File: config.mk
export PLATFORM = sky130hd
export DESIGN_NAME = id_stage_hazard_pipe
export DESIGN_NICKNAME = d
export VERILOG_FILES = /design/src/rtl/id_stage_hazard_pipe.sv
export SDC_FILE = /design/constraint.sdc
export NUM_CORES = 2
export LEC_CHECK = 0
export CORE_ASPECT_RATIO = 0.5
export CORE_UTILIZATION = 60
export CTS_CLUSTER_DIAMETER = 30
export DETAILED_ROUTE_END_ITERATION = 16
export GPL_ROUTABILITY_DRIVEN = 0
export PLACE_DENSITY = 0.79
export SLEW_MARGIN = 20
export SYNTH_ARGS = -nofsm -noshare
export SYNTH_HDL_FRONTEND = slang
export SYNTH_SLANG_ARGS = --single-unit
File: constraint.sdc
create_clock -name clk -period 90.5 [get_ports clk]
set_clock_uncertainty 0.1 [all_clocks]
set_input_delay 9.05 -clock clk [delete_from_list [all_inputs] [get_ports clk]]
set_output_delay 9.05 -clock clk [all_outputs]
set_load 0.1 [all_outputs]
File: src/rtl/id_stage_hazard_pipe.sv
// id_stage_hazard_pipe: MIPS decode stage with hazard detection and ID/EX register (define ID_BYPASS_EN for write-back to ID bypass)
module id_stage_hazard_pipe #(
  parameter int DATA_W = 32,
  parameter int PC_W = 10,
  parameter int REG_ADDR_W = 5
) (
  input  logic                  clk,
  input  logic                  reset,
  input  logic [PC_W-1:0]       if_id_pc_plus4,
  input  logic [31:0]           if_id_instr,
  input  logic                  flush,
  input  logic                  wb_reg_write,
  input  logic [REG_ADDR_W-1:0] wb_write_addr,
  input  logic [DATA_W-1:0]     wb_write_data,
  output logic                  stall,
  output logic                  branch_taken,
  output logic [PC_W-1:0]       branch_address,
  output logic                  jump,
  output logic [PC_W-1:0]       jump_address,
  output logic [DATA_W-1:0]     ex_reg1,
  output logic [DATA_W-1:0]     ex_reg2,
  output logic [DATA_W-1:0]     ex_imm,
  output logic [REG_ADDR_W-1:0] ex_rs,
  output logic [REG_ADDR_W-1:0] ex_rt,
  output logic [REG_ADDR_W-1:0] ex_dest,
  output logic [1:0]            ex_alu_op,
  output logic                  ex_mem_to_reg,
  output logic                  ex_mem_read,
  output logic                  ex_mem_write,
  output logic                  ex_alu_src,
  output logic                  ex_reg_write
);
  logic [DATA_W-1:0] rf [2**REG_ADDR_W];
  logic [5:0] op;
  logic [REG_ADDR_W-1:0] rs, rt, rd, mem_dest;
  logic [DATA_W-1:0] rd1, rd2, imm;
  logic mem_mem_read, r_type, lw, sw, addi, beq, bne, branch, uses_rt;
  logic hit_ex, hit_mem, hazard_wb, bubble;
  assign op = if_id_instr[31:26];
  assign rs = REG_ADDR_W'(if_id_instr[25:21]);
  assign rt = REG_ADDR_W'(if_id_instr[20:16]);
  assign rd = REG_ADDR_W'(if_id_instr[15:11]);
  assign imm = DATA_W'($signed(if_id_instr[15:0]));
  assign r_type = op == 6'h00;
  assign lw = op == 6'h23;
  assign sw = op == 6'h2B;
  assign addi = op == 6'h08;
  assign beq = op == 6'h04;
  assign bne = op == 6'h05;
  assign branch = beq || bne;
  assign uses_rt = r_type || sw || branch;
  assign hit_ex = ex_dest != '0 && (ex_dest == rs || uses_rt && ex_dest == rt);
  assign hit_mem = mem_dest != '0 && (mem_dest == rs || uses_rt && mem_dest == rt);
`ifdef ID_BYPASS_EN
  assign rd1 = rs == '0 ? '0 : wb_reg_write && wb_write_addr == rs ? wb_write_data : rf[rs];
  assign rd2 = rt == '0 ? '0 : wb_reg_write && wb_write_addr == rt ? wb_write_data : rf[rt];
  assign hazard_wb = 1'b0;
`else
  logic hit_wb;
  assign hit_wb = wb_write_addr != '0 && (wb_write_addr == rs || uses_rt && wb_write_addr == rt);
  assign rd1 = rs == '0 ? '0 : rf[rs];
  assign rd2 = rt == '0 ? '0 : rf[rt];
  assign hazard_wb = wb_reg_write && hit_wb;
`endif
  assign stall = !flush && (ex_mem_read && hit_ex || branch && (ex_reg_write && hit_ex || mem_mem_read && hit_mem) || hazard_wb);
  assign bubble = stall || flush;
  assign branch_taken = branch && !bubble && (beq ? rd1 == rd2 : rd1 != rd2);
  assign branch_address = if_id_pc_plus4 + {imm[PC_W-3:0], 2'b00};
  assign jump = op == 6'h02 && !bubble;
  assign jump_address = {if_id_instr[PC_W-3:0], 2'b00};
  always_ff @(posedge clk or posedge reset)
    if (reset) begin
      for (int i = 0; i < 2**REG_ADDR_W; i++) rf[i] <= '0;
      {mem_dest, mem_mem_read} <= '0;
      {ex_reg1, ex_reg2, ex_imm, ex_rs, ex_rt, ex_dest, ex_alu_op} <= '0;
      {ex_mem_to_reg, ex_mem_read, ex_mem_write, ex_alu_src, ex_reg_write} <= '0;
    end else begin
      if (wb_reg_write && wb_write_addr != '0) rf[wb_write_addr] <= wb_write_data;
      mem_dest <= ex_dest;
      mem_mem_read <= ex_mem_read;
      {ex_reg1, ex_reg2, ex_imm, ex_rs, ex_rt, ex_dest, ex_alu_op} <= bubble ? '0 :
        {rd1, rd2, imm, rs, rt, r_type ? rd : rt, r_type, branch};
      {ex_mem_to_reg, ex_mem_read, ex_mem_write, ex_alu_src, ex_reg_write} <= bubble ? '0 :
        {lw, lw, sw, lw || sw || addi, r_type || lw || addi};
    end
endmodule

Word level (Yosys, flattened, before mapping)
Index checks and enable logic that the tools add are counted.
Widths: inputs -> output; s select.
Storage, ports and cells
  register bits after elaboration: 1148
  input port bits: 83
  output and inout bits: 141
Operators by class
  add/subtract/negate cells: 1
  order comparisons: 4
  eq/ne operators: 14
  mux-type cells: 15
  bitwise logic cells: 3
  reduce and logical (&&, ||, !) cells: 39
Operators with widths (count)
  $bwmux 1024: 1
  $bmux 32 s5: 2
  $mux 32: 7
  $demux 32 s5: 1
  $mux 113: 1
  $eq 32x32->1: 1
  $ne 32x32->1: 1
  $eq 5x5->1: 6
  $ge 6x6->1 const B: 3
  $not 5->6: 3
  $logic_and 1x1->1: 17
  $reduce_bool 5->1: 3
  $logic_or 1x1->1: 14
  $eq 6x3->1 const B: 2
  $eq 6x6->1 const B: 2
  $add 10x10->10: 1
  $logic_not 5->1: 2
  $mux 5: 2
  $eq 6x2->1 const B: 1
  $eq 6x4->1 const B: 1
  $logic_not 6->1: 1
  $lt 6x1->1 const B: 1
  $logic_not 1->1: 2
  $mux 1: 1

Depth between registers and ports, before layout
  word-level depth: 16
  gate-level depth with buffers: 16

Least setup slack after synthesis
OpenSTA, ideal clock, no wires.
  kind: input to output
  start: input port if_id_instr[21]
  end: output port jump
  data arrival time: 14.139 ns
  data required time: 81.350 ns
  setup slack: 67.211 ns
  cell stages on the path: 14
  path buffers: 7
  path through: buf_4 buf_12 buf_6 buf_6 buf_8 buf_6 xnor2_1 nand3_1 nor3_1 o21ai_0 o311ai_0 or2_2 clkbuf_1 nor4b_1
Between the ends
  longest elaborated chain between the ends: 12
  elaborated cells between the ends (all ways): 21
  those cells by class: eq/ne: 3; reduce/logical: 18
RTL lines
  start, declared: line 10  | input logic [31:0] if_id_instr,
  $eq 5x5->1 (on tied branches): line 52, 53
  $logic_or 1x1->1 (on tied branches): line 52, 53
  $logic_and 1x1->1 (on tied branches): line 52, 53
  $logic_and 1x1->1: line 65  | assign stall = !flush && (ex_mem_read && hit_ex || branch && (ex_reg_write && hit_ex || mem_mem_read && hit_me ...
  $logic_or 1x1->1: line 65
  $logic_and 1x1->1: line 65
  $logic_or 1x1->1: line 65
  $logic_or 1x1->1 (*): line 65
  $logic_and 1x1->1 (*): line 65
  $logic_or 1x1->1 (*): line 66  | assign bubble = stall || flush;
  $logic_not 1->1 (*): line 69  | assign jump = op == 6'h02 && !bubble;
  $logic_and 1x1->1 (*): line 69
  end, declared: line 18  | output logic jump,
Every way passes the cells marked *; elsewhere a longest branch is shown, timed or not.

Final worst setup path
  start: input port if_id_instr[21]
  end: output port branch_taken
Between the ends
  longest elaborated chain between the ends: 13
  elaborated cells between the ends (all ways): 31
  those cells by class: eq/ne: 5; mux: 5; bitwise: 1; reduce/logical: 20
RTL lines
  branches (longest 12 deep; another with $bmux 32 s5)
  $logic_and 1x1->1 (*): line 67  | assign branch_taken = branch && !bubble && (beq ? rd1 == rd2 : rd1 != rd2);
  end, declared: line 16  | output logic branch_taken,
Mark *: on every way between the ends. The select of a mux whose other input is x is not followed.

==> reports/metrics.yaml <==
detailed_routing:
  wl_per_cell_um: 34.0
  vias_per_cell: 7.29
  num_vias: 41100
  routed_wl_um: 192000
  drt-initial-drc-count: 5621
  drc_errors: 0
  first_pass_iters: 6
  ant_nets: 0
clock_network:
  cts_setup_buffers: 0
  post_cts_resized: 0
  clockRootBuffer: "clkbuf_16"
  htree_levels: 4
  clk_pin_slew_ns: 0.04
  postCtsHoldBufs: 0
  clock-sinks: 1131
  cts_inserted_buffers: 148
  clock_latency_ns: 0.79
  clockBufferDepth: 3
  cts_tree: "built"
setup_path:
  r2r_slack_ns: 86.67
  worstSetupEndpointType: "output port"
  critPathKind: "input port to output port"
  startpoint: "if_id_instr[21]"
  r2r-end: "ex_reg1[8]"
  cp.arrival_ns: 15.74
  worstPathRequired_ns: 81.35
  r2r-start: "mem_dest[1]"
  critPathCapture: "branch_taken"
  reg2regPathDepth: 9
  path_max_fanout: 43
  startpoint_type: "input port"
yosys:
  syn-cell-area_mm2: 0.0592
  async_flop_share_pct: 100
  ys_types: 73
  synthFlopType: "dfrtp_1"
  synth-seq-area-share_pct: 47.8
  ys.warnings.count: 0
  synth.avg_cell_area_um2: 14.2
  yosys_register_bits: 1131
  synth-edff-count: 0
  synthCells: 4179
timing:
  hold_ws_ns: 0.274
  grt_setup_unrepaired: "no"
  tns_ns: 0
  drv_slew: 0
  post-route-period-util_pct: 27.5
  final.min_clock_period_ns: 24.89
  hold_viol_final: 0
  fmax_mhz: 40.2
  worst_pin_slew_ns: 1.30
  relSlewSlack_pct: 13.3
  setup_viol: 0
grt:
  grt_pass1_vias: 41700
  grtUsageMet1_pct: 52.2
  overflow: 0
  gr-usage-all-layers_pct: 38.8
  grtUsageMet2_pct: 55.4
  grt_max_degree: 174
  busiest_layer: "met2"
  grt_antenna_before_repair: 11
  grt_pass1_wl_um: 280000
  gr-usage-met3_pct: 13.8
status:
  status: "finished, final reports clean"
cells_and_area:
  seq_area_mm2: 0.0283
  multiInputGateArea_mm2: 0.0285
  drive_above_1_share_pct: 43.3
  synthToLayoutAreaGrowth_pct: 13.0
  finalNonFillerCells: 5640
  fill_cells: 6357
  layout_common_cells: "1131 x dfrtp_1, 1028 x mux2_2, 399 x mux4_2"
  final_common_cell: "dfrtp_1"
  postLayoutCoreUtil_pct: 68.5
  layout.nets: 4271
floorplanning:
  die_h_um: 224
  die_x_um: 446
  initial_core_util_pct: 60.6
  num_rows: 81
  ios: 224
  dieArea_mm2: 0.100
  coreArea_mm2: 0.0978
worst_hold_path:
  hp-class: "flip-flop to flip-flop"
power_and_ir_drop:
  p_per_area_mw_per_mm2: 24.2
  p_leak_uw: 0.0293
  ir_drop_mv: 0.0209
placed_design:
  port_buffers: 217
  dpl.cell_count: 5358
  dp_hpwl_um: 108000
flow_run:
  max_cap_violations: 0
Yosys cell counts (30+ instances only):
cell / instances / area (µm²)
buf_2: 49 / 245
mux2_2: 1028 / 11600
dfrtp_1: 1131 / 28300
xnor2_1: 34 / 298
xor2_1: 32 / 280
a21oi_1: 74 / 370
nor2_1: 134 / 503
nand3_1: 30 / 150
clkbuf_1: 257 / 965
buf_4: 61 / 458
nor3_1: 31 / 155
buf_1: 61 / 229
o221ai_1: 73 / 639
buf_6: 30 / 338
a22oi_1: 45 / 338
a221oi_1: 35 / 307
mux4_2: 399 / 8990
nand2_1: 141 / 529
mux2i_1: 239 / 2390
state kept, by name, summed over array words and instances, names as in the netlist, 5 cells and up:
name      cells
rf         1024
ex_reg1      32
ex_reg2      32
ex_imm       16
ex_dest       5
ex_rs         5
ex_rt         5
mem_dest      5
logic make-up after synthesis:
logic type	Yosys count	share of synthesized area, %
compound gates	373	4.62
flops	1131	47.8
fa+ha+maj	8	0.182
simple gates	426	3.29
buf+inv	506	4.35
other cells	1	0.00633
xor+xnor	66	0.976
mux	1668	38.8
per-layer routing:
layer / vias to the layer above / wire [µm]
met3: 680 / 27300
li1: 15800 / -
met1: 21500 / 70900
met2: 3091 / 82900
met5: - / 184
met4: 10 / 10300
power breakdown:
group | internal [µW] | switching [µW] | leakage (µW)
logic | 166 | 163 | 0.0122
registers | 596 | 68.0 | 0.0146
clock network | 383 | 245 | 0.00255
worst min-delay path by stage:
stage / startpoint / end / slack [ns] / cells after the start
6_report: rf[995] / rf[995] / 0.27 / 0
5_1_grt: rf[999] / rf[999] / 0.29 / 0
4_1_cts: rf[995] / rf[995] / 0.27 / 0
3_5_place_dp: rf[995] / rf[995] / 0.26 / 0
3_3_place_gp: rf[999] / rf[999] / 0.26 / 0
2_1_floorplan: rf[1023] / rf[1023] / 0.32 / 1
metrics by stage:
stage,area [µm²],worst slack [ns],power [µW]
finish,66900,65.61,1620
global route,66900,65.48,1670
CTS,66900,65.69,1610
detailed placement,61600,65.69,990
global placement,61600,65.68,972
floorplan,59200,49.50,905
area by class of cell:
type	count	area share [%]
diodes	9	0.0336
clock buffers	167	5.85
flip-flops and latches	1131	42.3
multi-input cells	2543	42.6
inverters	34	0.204
clock inverters	106	2.03
repair buffers	322	4.47
well taps	1328	2.48
critical path: stages:
cell	delay (ns)
buf_8	0.33
buf_4	0.75
buf_4	0.72
buf_4	0.69
mux4_2	0.59
nand2_1	0.09
a21oi_1	0.13
a2111oi_0	0.39
nor3_1	0.15
xnor2_1	0.19
nor4_1	0.45
nand4_1	0.31
nor3_2	0.39
mux2_1	0.37
clkdlybuf4s50_1	0.97
Note: power is estimated with default switching activity, not from simulation.
